--- src/rtl/mem_sync_ctrl_pkg.sv ---
// Shared definitions for the DM->IM write-tracking sync controller.
// Holds the sync FSM encoding and the legal DM read-latency window.
package mem_sync_ctrl_pkg;

  typedef enum logic [1:0] {
    SYNC_IDLE  = 2'd0,
    SYNC_DRAIN = 2'd1,
    SYNC_FLUSH = 2'd2
  } sync_state_e;

  localparam int READ_LAT_MIN = 1;
  localparam int READ_LAT_MAX = 4;

  // Out-of-range latencies are pulled into the supported window.
  function automatic int clampReadLat(input int lat);
    if (lat < READ_LAT_MIN) return READ_LAT_MIN;
    if (lat > READ_LAT_MAX) return READ_LAT_MAX;
    return lat;
  endfunction

endpackage

--- src/rtl/mem_sync_ctrl_if.sv ---
// Core-facing and SPRAM-facing bus of the sync controller.
// The controller uses the slave modport; the core/memory side uses master.
interface mem_sync_ctrl_if #(
  parameter int ADDR_W = 14,
  parameter int DATA_W = 32
);

  logic              i_dm_wen;
  logic [ADDR_W-1:0] i_dm_addr;
  logic              i_fence_i;
  logic [DATA_W-1:0] i_dm_rdata;
  logic              o_sync_active;
  logic              o_sync_dm_ren;
  logic [ADDR_W-1:0] o_sync_dm_addr;
  logic              o_im_wen;
  logic [ADDR_W-1:0] o_im_addr;
  logic [DATA_W-1:0] o_im_wdata;
  logic              o_ready;
  logic              o_fence_done;
  logic              o_overflow;

  modport slave (
    input  i_dm_wen, i_dm_addr, i_fence_i, i_dm_rdata,
    output o_sync_active, o_sync_dm_ren, o_sync_dm_addr,
    output o_im_wen, o_im_addr, o_im_wdata,
    output o_ready, o_fence_done, o_overflow
  );

  modport master (
    output i_dm_wen, i_dm_addr, i_fence_i, i_dm_rdata,
    input  o_sync_active, o_sync_dm_ren, o_sync_dm_addr,
    input  o_im_wen, o_im_addr, o_im_wdata,
    input  o_ready, o_fence_done, o_overflow
  );

endinterface

--- src/rtl/mem_sync_ctrl_sync_addr_fifo.sv ---
// Circular buffer of dirty DM word addresses awaiting copy into IM.
// An extra count bit separates full from empty so every slot is usable.
module sync_addr_fifo #(
  parameter int ADDR_W     = 14,
  parameter int DEPTH_LOG2 = 8
) (
  input  logic                clk,
  input  logic                i_rst,
  input  logic                push_i,
  input  logic                pop_i,
  input  logic [ADDR_W-1:0]   data_i,
  output logic [ADDR_W-1:0]   data_o,
  output logic [DEPTH_LOG2:0] count_o,
  output logic                full_o,
  output logic                empty_o
);

  localparam int DEPTH = 2 ** DEPTH_LOG2;
  localparam logic [DEPTH_LOG2-1:0] PTR_ONE = 1;
  localparam logic [DEPTH_LOG2:0]   CNT_ONE = 1;

  logic [ADDR_W-1:0]     mem_q [DEPTH];
  logic [DEPTH_LOG2-1:0] head_q;
  logic [DEPTH_LOG2-1:0] tail_q;
  logic [DEPTH_LOG2:0]   count_q;
  logic                  doPush;
  logic                  doPop;

  assign full_o  = count_q[DEPTH_LOG2];
  assign empty_o = (count_q == '0);
  assign doPush  = push_i && !full_o;
  assign doPop   = pop_i && !empty_o;
  assign data_o  = mem_q[head_q];
  assign count_o = count_q;

  always_ff @(posedge clk) begin
    if (doPush) mem_q[tail_q] <= data_i;
  end

  always_ff @(posedge clk) begin
    if (i_rst) begin
      head_q  <= '0;
      tail_q  <= '0;
      count_q <= '0;
    end else begin
      if (doPush) tail_q <= tail_q + PTR_ONE;
      if (doPop) head_q <= head_q + PTR_ONE;
      if (doPush && !doPop) count_q <= count_q + CNT_ONE;
      else if (doPop && !doPush) count_q <= count_q - CNT_ONE;
    end
  end

endmodule

--- src/rtl/mem_sync_ctrl.sv ---
// Tracks DM writes and, on fence.i or a full tracker, copies each dirty
// word from DM into IM through a READ_LAT-deep read pipeline.
module mem_sync_ctrl
  import mem_sync_ctrl_pkg::*;
#(
  parameter int ADDR_W     = 14,
  parameter int DATA_W     = 32,
  parameter int DEPTH_LOG2 = 8,
  parameter int READ_LAT   = 1,
  parameter bit AUTO_DRAIN = 1'b1
) (
  input logic            clk,
  input logic            i_rst,
  mem_sync_ctrl_if.slave bus
);

  localparam int LAT = clampReadLat(READ_LAT);
  localparam logic [DEPTH_LOG2:0] CNT_ONE = 1;

  sync_state_e         state_q;
  logic                fencePending_q;
  logic                fenceDone_q;
  logic                overflow_q;
  logic                imWen_q;
  logic [ADDR_W-1:0]   imAddr_q;
  logic [DATA_W-1:0]   imWdata_q;
  logic [LAT-1:0]      pipeVld_q;
  logic [ADDR_W-1:0]   pipeAddr_q [LAT];

  logic                ready;
  logic                push;
  logic                pop;
  logic                startDrain;
  logic                fifoFull;
  logic                fifoEmpty;
  logic [ADDR_W-1:0]   headAddr;
  logic [DEPTH_LOG2:0] fifoCount;

  assign ready      = (state_q == SYNC_IDLE) && !fifoFull;
  assign push       = bus.i_dm_wen && ready;
  assign pop        = (state_q == SYNC_DRAIN) && !fifoEmpty;
  assign startDrain = bus.i_fence_i || (AUTO_DRAIN && fifoFull);

  sync_addr_fifo #(
    .ADDR_W     (ADDR_W),
    .DEPTH_LOG2 (DEPTH_LOG2)
  ) u_fifo (
    .clk     (clk),
    .i_rst   (i_rst),
    .push_i  (push),
    .pop_i   (pop),
    .data_i  (bus.i_dm_addr),
    .data_o  (headAddr),
    .count_o (fifoCount),
    .full_o  (fifoFull),
    .empty_o (fifoEmpty)
  );

  always_ff @(posedge clk) begin
    if (i_rst) begin
      pipeVld_q <= '0;
    end else begin
      pipeVld_q[0] <= pop;
      for (int i = 1; i < LAT; i++) pipeVld_q[i] <= pipeVld_q[i-1];
    end
  end

  always_ff @(posedge clk) begin
    pipeAddr_q[0] <= headAddr;
    for (int i = 1; i < LAT; i++) pipeAddr_q[i] <= pipeAddr_q[i-1];
  end

  // A fence on an empty tracker is acknowledged without leaving IDLE.
  always_ff @(posedge clk) begin
    if (i_rst) begin
      state_q        <= SYNC_IDLE;
      fencePending_q <= 1'b0;
      fenceDone_q    <= 1'b0;
      overflow_q     <= 1'b0;
      imWen_q        <= 1'b0;
      imAddr_q       <= '0;
      imWdata_q      <= '0;
    end else begin
      fenceDone_q <= 1'b0;
      imWen_q     <= pipeVld_q[LAT-1];
      imAddr_q    <= pipeAddr_q[LAT-1];
      imWdata_q   <= bus.i_dm_rdata;
      if (bus.i_dm_wen && !ready) overflow_q <= 1'b1;
      case (state_q)
        SYNC_IDLE: begin
          if (startDrain) begin
            if (!fifoEmpty || push) begin
              state_q        <= SYNC_DRAIN;
              fencePending_q <= bus.i_fence_i;
            end else begin
              fenceDone_q <= bus.i_fence_i;
            end
          end
        end
        SYNC_DRAIN: begin
          if (fifoCount == CNT_ONE) state_q <= SYNC_FLUSH;
        end
        SYNC_FLUSH: begin
          if (pipeVld_q == '0) begin
            state_q        <= SYNC_IDLE;
            fenceDone_q    <= fencePending_q;
            fencePending_q <= 1'b0;
          end
        end
        default: state_q <= SYNC_IDLE;
      endcase
    end
  end

  assign bus.o_sync_active  = (state_q != SYNC_IDLE) || (|pipeVld_q);
  assign bus.o_sync_dm_ren  = pop;
  assign bus.o_sync_dm_addr = headAddr;
  assign bus.o_im_wen       = imWen_q;
  assign bus.o_im_addr      = imAddr_q;
  assign bus.o_im_wdata     = imWdata_q;
  assign bus.o_ready        = ready;
  assign bus.o_fence_done   = fenceDone_q;
  assign bus.o_overflow     = overflow_q;

endmodule

--- src/flat_wrapper.sv ---
// flat-port wrapper written by rule: the top's interface ports become plain ports
module mem_sync_ctrl_flat import mem_sync_ctrl_pkg::*;
#(
  parameter int ADDR_W     = 14,
  parameter int DATA_W     = 32,
  parameter int DEPTH_LOG2 = 8,
  parameter int READ_LAT   = 1,
  parameter bit AUTO_DRAIN = 1'b1
)
  (clk, i_rst, bus_i_dm_wen, bus_i_dm_addr, bus_i_fence_i, bus_i_dm_rdata, bus_o_sync_active, bus_o_sync_dm_ren, bus_o_sync_dm_addr, bus_o_im_wen, bus_o_im_addr, bus_o_im_wdata, bus_o_ready, bus_o_fence_done, bus_o_overflow);
  mem_sync_ctrl_if #(.ADDR_W(ADDR_W), .DATA_W(DATA_W)) bus_i ();
  input logic clk;
  input logic i_rst;
  input wire logic [$bits(bus_i.i_dm_wen)-1:0] bus_i_dm_wen;
  input wire logic [$bits(bus_i.i_dm_addr)-1:0] bus_i_dm_addr;
  input wire logic [$bits(bus_i.i_fence_i)-1:0] bus_i_fence_i;
  input wire logic [$bits(bus_i.i_dm_rdata)-1:0] bus_i_dm_rdata;
  output wire logic [$bits(bus_i.o_sync_active)-1:0] bus_o_sync_active;
  output wire logic [$bits(bus_i.o_sync_dm_ren)-1:0] bus_o_sync_dm_ren;
  output wire logic [$bits(bus_i.o_sync_dm_addr)-1:0] bus_o_sync_dm_addr;
  output wire logic [$bits(bus_i.o_im_wen)-1:0] bus_o_im_wen;
  output wire logic [$bits(bus_i.o_im_addr)-1:0] bus_o_im_addr;
  output wire logic [$bits(bus_i.o_im_wdata)-1:0] bus_o_im_wdata;
  output wire logic [$bits(bus_i.o_ready)-1:0] bus_o_ready;
  output wire logic [$bits(bus_i.o_fence_done)-1:0] bus_o_fence_done;
  output wire logic [$bits(bus_i.o_overflow)-1:0] bus_o_overflow;
  assign bus_i.i_dm_wen = bus_i_dm_wen;
  assign bus_i.i_dm_addr = bus_i_dm_addr;
  assign bus_i.i_fence_i = bus_i_fence_i;
  assign bus_i.i_dm_rdata = bus_i_dm_rdata;
  assign bus_o_sync_active = bus_i.o_sync_active;
  assign bus_o_sync_dm_ren = bus_i.o_sync_dm_ren;
  assign bus_o_sync_dm_addr = bus_i.o_sync_dm_addr;
  assign bus_o_im_wen = bus_i.o_im_wen;
  assign bus_o_im_addr = bus_i.o_im_addr;
  assign bus_o_im_wdata = bus_i.o_im_wdata;
  assign bus_o_ready = bus_i.o_ready;
  assign bus_o_fence_done = bus_i.o_fence_done;
  assign bus_o_overflow = bus_i.o_overflow;
  mem_sync_ctrl #(.ADDR_W(ADDR_W), .DATA_W(DATA_W), .DEPTH_LOG2(DEPTH_LOG2), .READ_LAT(READ_LAT), .AUTO_DRAIN(AUTO_DRAIN)) u_core (.clk(clk), .i_rst(i_rst), .bus(bus_i));
endmodule
--- config.mk ---
export PLATFORM = sky130hd
export DESIGN_NAME = mem_sync_ctrl_flat
export DESIGN_NICKNAME = d
export VERILOG_FILES = /design/src/rtl/mem_sync_ctrl_pkg.sv /design/src/rtl/mem_sync_ctrl_if.sv /design/src/rtl/mem_sync_ctrl_sync_addr_fifo.sv /design/src/rtl/mem_sync_ctrl.sv /design/src/flat_wrapper.sv
export SDC_FILE = /design/constraint.sdc
export NUM_CORES = 2
export LEC_CHECK = 0
export BUFFER_PORTS_ARGS = -buffer_cell sky130_fd_sc_hd__buf_2
export CAP_MARGIN = 20
export CORE_ASPECT_RATIO = 1.1
export CORE_UTILIZATION = 40
export CTS_CLUSTER_SIZE = 14
export DETAILED_ROUTE_END_ITERATION = 10
export SYNTH_ARGS = -nofsm -noshare
export SYNTH_HDL_FRONTEND = slang
export SYNTH_SLANG_ARGS = --single-unit
--- constraint.sdc ---
create_clock -name clk -period 2.8 [get_ports clk]
set_input_delay 0.28 -clock clk [delete_from_list [all_inputs] [get_ports clk]]
set_output_delay 0.28 -clock clk [all_outputs]
set_load 0.03 [all_outputs]
**Word level (Yosys, flattened, before mapping)**

Memories as Yosys holds them, arrays and structs flattened. A register that Yosys moved wholly into a read port is not among the register bits.
Index checks and enable logic that the tools add are counted.

- $add $sub $neg: 4
- Eq/ne operators: 7
- Multiplexer cells: 19
- Reduce and logical (&&, ||, !) cells: 23

Operator list:

| cell | number |
|---|---|
| $mux W9 | 2 |
| $add A8 B1 Y8 const B | 2 |
| $mux W8 | 2 |
| $add A9 B1 Y9 const B | 1 |
| $eq A9 B1 Y1 const B | 1 |
| $logic_not A9 Y1 | 1 |
| $sub A9 B1 Y9 const B | 1 |
| $logic_and A1 B1 Y1 | 8 |
| $mux W1 | 8 |
| $mux W2 | 4 |
| $reduce_and A4 Y1 | 2 |
| $ne A2 B2 Y1 const B | 3 |
| $pmux W2 S3 | 1 |
| $reduce_bool A2 Y1 | 3 |
| $logic_not A1 Y1 | 5 |
| $pmux W1 S2 | 2 |
| $logic_or A1 B1 Y1 | 3 |
| $eq A2 B1 Y1 const B | 1 |
| $eq A2 B2 Y1 const B | 1 |
| $logic_not A2 Y1 | 1 |
| $ne A2 B1 Y1 const B | 1 |

- Bits in registers: 64
- Memory bits (writable): 3598
- Input port bits: 50
- Word-level logic and storage cells: 65
- Memories kept: 2

Memory list:

| name | words | width | read ports | clocked after memory_dff | wr ports | line | RTL |
|---|---|---|---|---|---|---|---|
| u_core.u_fifo.mem_q | 256 | 14 | 1 | 1 | 1 | mem_sync_ctrl_sync_addr_fifo.sv:22 | `logic [ADDR_W-1:0] mem_q [DEPTH];` |
| u_core.pipeAddr_q | 1 | 14 | 1 | 1 | 1 | mem_sync_ctrl.sv:28 | `logic [ADDR_W-1:0] pipeAddr_q [LAT];` |

**Logic depth before layout (Yosys ltp)**

- Word-level depth: 8
- Depth in mapped cells: 12
- Mapped depth without buffers: 10

**Cells and area by module**

Synthesis repeated with hierarchy kept, for this count alone.

- Cells, all modules: 6348
- Area total of the unflattened synthesis: 139876.7 µm²

Modules (own cells, without submodules):

| module | instances | cells an instance | area each (µm²) | sequential area each (µm²) |
|---|---|---|---|---|
| sync_addr_fifo | 1 | 6196 | 138026.1 | 108283.9 |
| mem_sync_ctrl | 1 | 152 | 1850.5 | 1341.3 |

**Worst setup path before layout**

Ideal clock, no wire load.

- Path kind: reg-to-output
- Start: reg with a tool-made name
- End: out bus_o_sync_dm_addr[12]
- Arrival time: 2736 ps
- Required time: 2520 ps
- Slack: -216 ps
- Stages on the path, launching flop included: 12
- Buffers on the path: 6
- Cells stage by stage: dfxtp_1 -> buf_6 -> buf_12 -> buf_12 -> buf_6 -> buf_6 -> buf_6 -> o31ai_1 -> o221ai_1 -> nand4_1 -> a211oi_1 -> nor4_1

RTL lines:

| item | line | RTL |
|---|---|---|
| end: declaration | flat_wrapper.sv:20 | `output wire logic [$bits(bus_i.o_sync_dm_addr)-1:0] bus_o_sync_dm_addr;` |

==> results.cfg <==
[outcome]
outcome = complete, but fails checks
violations = negative setup slack

[global_route]
use_met3_pct = 2.97
grt_max_degree = 99
grt.busiest_layer = met2
use_met1_pct = 29.1
grt_remaining_overflow = 0
grt_use_total_pct = 21.0
grt_pass1_wl_um = 538000
antenna_found_initial = 9
global_route.usage.met2_pct = 34.4
grt_pass1_vias = 74300

[power]
finalPower_w = 0.140
vdd_drop_max_mv = 0.586
p_leak_nw = 55.3
p_per_area_mw_per_mm2 = 798

[placement]
gp_congestion = 0.851
dp_hpwl_um = 240000
io_buffers = 115

[die]
die_area_mm2 = 0.353
ios = 116
start_util_pct = 40.3
coreArea_mm2 = 0.348
fp.dieW_um = 567
fp-row-count = 227
dieHeight_um = 623

[synthesis]
post-synth-top-count-cell = edfxtp_1
synth_top_cell_by_area = edfxtp_1
synth-xor-area-share_pct = 0.131
ys_warn_count = 0
synth_mux_area_share_pct = 14.1
synth_top_family_by_area = multiplexers
synthTopCellsByArea = edfxtp_1 77%, mux4_2 12%, a22oi_1 1.7%
synth-main-ff-cell = edfxtp_1
yosys-top-cells-count = 3,584 x edfxtp_1, 777 x mux4_2, 323 x a22oi_1
synth_top_area_share_pct = 76.7
synth-compound-area-share_pct = 3.90
ys_ff_latch = 3684
synth-simple-area-share_pct = 1.99
synth_edf_count = 3584
synthCells = 6514
syn_area_per_cell_um2 = 21.5
synth_area_mm2 = 0.140
synthDistinctLibCells = 69
synthesis.nets = 6574
synth_fa_ha_area_share_pct = 0.0892
ys_seq_area_share_pct = 78.1
ys_async_sr_fraction_pct = 0

[clock_tree]
cts_buffers = 369
path_clk_slew_ps = 60
cts_tree = done
root_buffer = clkbuf_16
clock_sinks = 3684
clock_latency_ps = 950
clockBufferDepth = 4
htreeDepth = 5

[sta]
hold_violations = 0
finClkSkew_ps = 51.2
slew_viol_final = 0
setup_viol = 28
setup_slack_ps = -1510
rsz0062_at_grt = true
period_minus_slack_ps = 4310
max_freq_ghz = 0.232
worst_pin_slew_ps = 974
slew_headroom_pct = 35.1
period_share_pct = 154
fin_tns_setup_ps = -22490

[critical_path]
start_kind = flip-flop
crit_buf_inv = 8
cpMostUsedCell = buf_4
reg2reg_to = u_core.pipeAddr_q[0][8]
reg2regPathDepth = 11
slowest_delay_ps = 540
cp_top_family = buffers and inverters
cp.required_ps = 2520
cp_cell_sequence = buf_12 > buf_16 > buf_4 > buf_4 > mux4_2 > a22oi_2 > buf_4 > a21oi_1 > nor4_4 > buf_6 > nor4_4 > buf_6 > clkbuf_4
rrSetupSlack_ps = -200
criticalPathCategory = flip-flop to primary output
crit_path_top_delay_cell = a21oi_1
cp_max_fo = 8
crit_arrival_ps = 4030
endpoint_kind = primary output

[min_path]
hold_class = input pin to flip-flop
hold_path_depth = 2
hold_end = u_core.u_fifo.mem_q[251][2]
hp-start = bus_i_dm_addr[2]

[flow_run]
cap_violations = 0

[cells_and_area]
syn2layout_area_growth_pct = 24.6
nFillCells = 27400
regArea_mm2 = 0.110
drive_gt1_share_pct = 37.7
nets = 8069
multi_input_area_mm2 = 0.0304

[routing]
postRouteAntennaNets = 0
drc = 0
vias = 73100
dr.pass1.iters = 5
wl_per_cell_um = 29.4
drtIter0Drc = 8500
routed_wl_um = 379000
viasPerCell = 5.68
## per-layer routing
metal,wire (um),vias up
li1,-,30500
met1,156000,39100
met2,183000,3028
met3,26600,497
met4,13000,0
met5,0,-
## power breakdown
group	total (W)	leakage [nW]	internal [W]	switching, W
clock network	0.0481	5.68	0.0273	0.0208
logic	0.0304	16.6	0.0161	0.0143
registers	0.0611	33.0	0.0608	0.000205
## cell families (layout without fill, tap and decap cells)
group,Yosys count,count (layout)
and+or+nand+nor,601,601
buffers and inverters,404,2190
xor gates and xnor gates,21,21
AOI/OAI and AO/OA,794,794
DFF,3684,3684
adders and majority gates,10,10
other,0,4
muxes,1000,1000
## metrics by stage
| step | worst slack, ps | area (um2) | hold WS (ps) | util (%) | cells |
|---|---|---|---|---|---|
| 6_report | -1510 | 175000 | 258 | 50.2 | 12900 |
| 5_1_grt | -1570 | 175000 | 235 | 50.2 | 12900 |
| 4_1_cts | -1570 | 173000 | 217 | 49.8 | 12800 |
| 3_5_place_dp | -1500 | 159000 | 422 | 45.5 | 12000 |
| 3_3_place_gp | -1670 | 158000 | 418 | 45.5 | 12000 |
| 2_1_floorplan | -208 | 141000 | 379 | - | 6514 |
## how the worst max path moves through the flow
stage	start	end	slack [ps]	depth (start not counted)
global placement	flip-flop	bus_o_sync_dm_addr[7]	-1670	11
finish	flip-flop	bus_o_sync_dm_addr[12]	-1510	13
floorplan	u_core.state_q[0]	u_core.u_fifo.mem_q[223][0]	-210	9
global route	flip-flop	bus_o_sync_dm_addr[12]	-1570	13
CTS	flip-flop	bus_o_sync_dm_addr[12]	-1570	13
detailed placement	flip-flop	bus_o_sync_dm_addr[7]	-1500	12
## area by class of cell
type	instances	share of cell area (%)
sequential	3684	62.7
clock buffer	434	5.49
multi-input combinational	2426	17.4
clock inverter	228	1.20
timing repair buffer	1515	9.90
tap	4580	3.28
inverter	13	0.0279
antenna	4	0.00572
## state kept, by name, summed over array words and instances (netlist names), named ones only
register,cells
u_core.u_fifo.head_q,8
u_core.bus.o_im_addr,14
u_core.bus.o_im_wdata,32
u_core.bus.o_overflow,1
u_core.state_q,2
u_core.u_fifo.tail_q,8
u_core.pipeVld_q,1
u_core.bus.o_fence_done,1
u_core.u_fifo.count_o,9
u_core.pipeAddr_q,14
u_core.fencePending_q,1
u_core.bus.o_im_wen,1
u_core.u_fifo.mem_q,3584
## repair_timing
item / 4_1_cts / 5_1_grt
hold buffers: 83 / 0
cloned: 10 / 11
buffers inserted: 44 / 54
resized for setup: 283 / 215
pin swaps: 33 / 54
endpoints found under the setup margin: 29 / 526
endpoints found under the hold margin: 981 / 0
## cell usage in the layout (no fill, tap or decap), types with 62 or more instances in the layout
| cell | n |
|---|---|
| buf_4 | 836 |
| a22oi_2 | 91 |
| dlygate4sd3_1 | 83 |
| buf_2 | 85 |
| buf_6 | 69 |
| a22oi_1 | 232 |
| nor2_2 | 115 |
| clkbuf_16 | 385 |
| nor2b_1 | 62 |
| o22ai_1 | 68 |
| a21oi_1 | 149 |
| clkinv_1 | 104 |
| mux4_2 | 777 |
| edfxtp_1 | 3584 |
| nor2_1 | 187 |
| mux2i_1 | 219 |
| dfxtp_1 | 94 |
| buf_12 | 374 |
(Power assumes the default switching activity.)
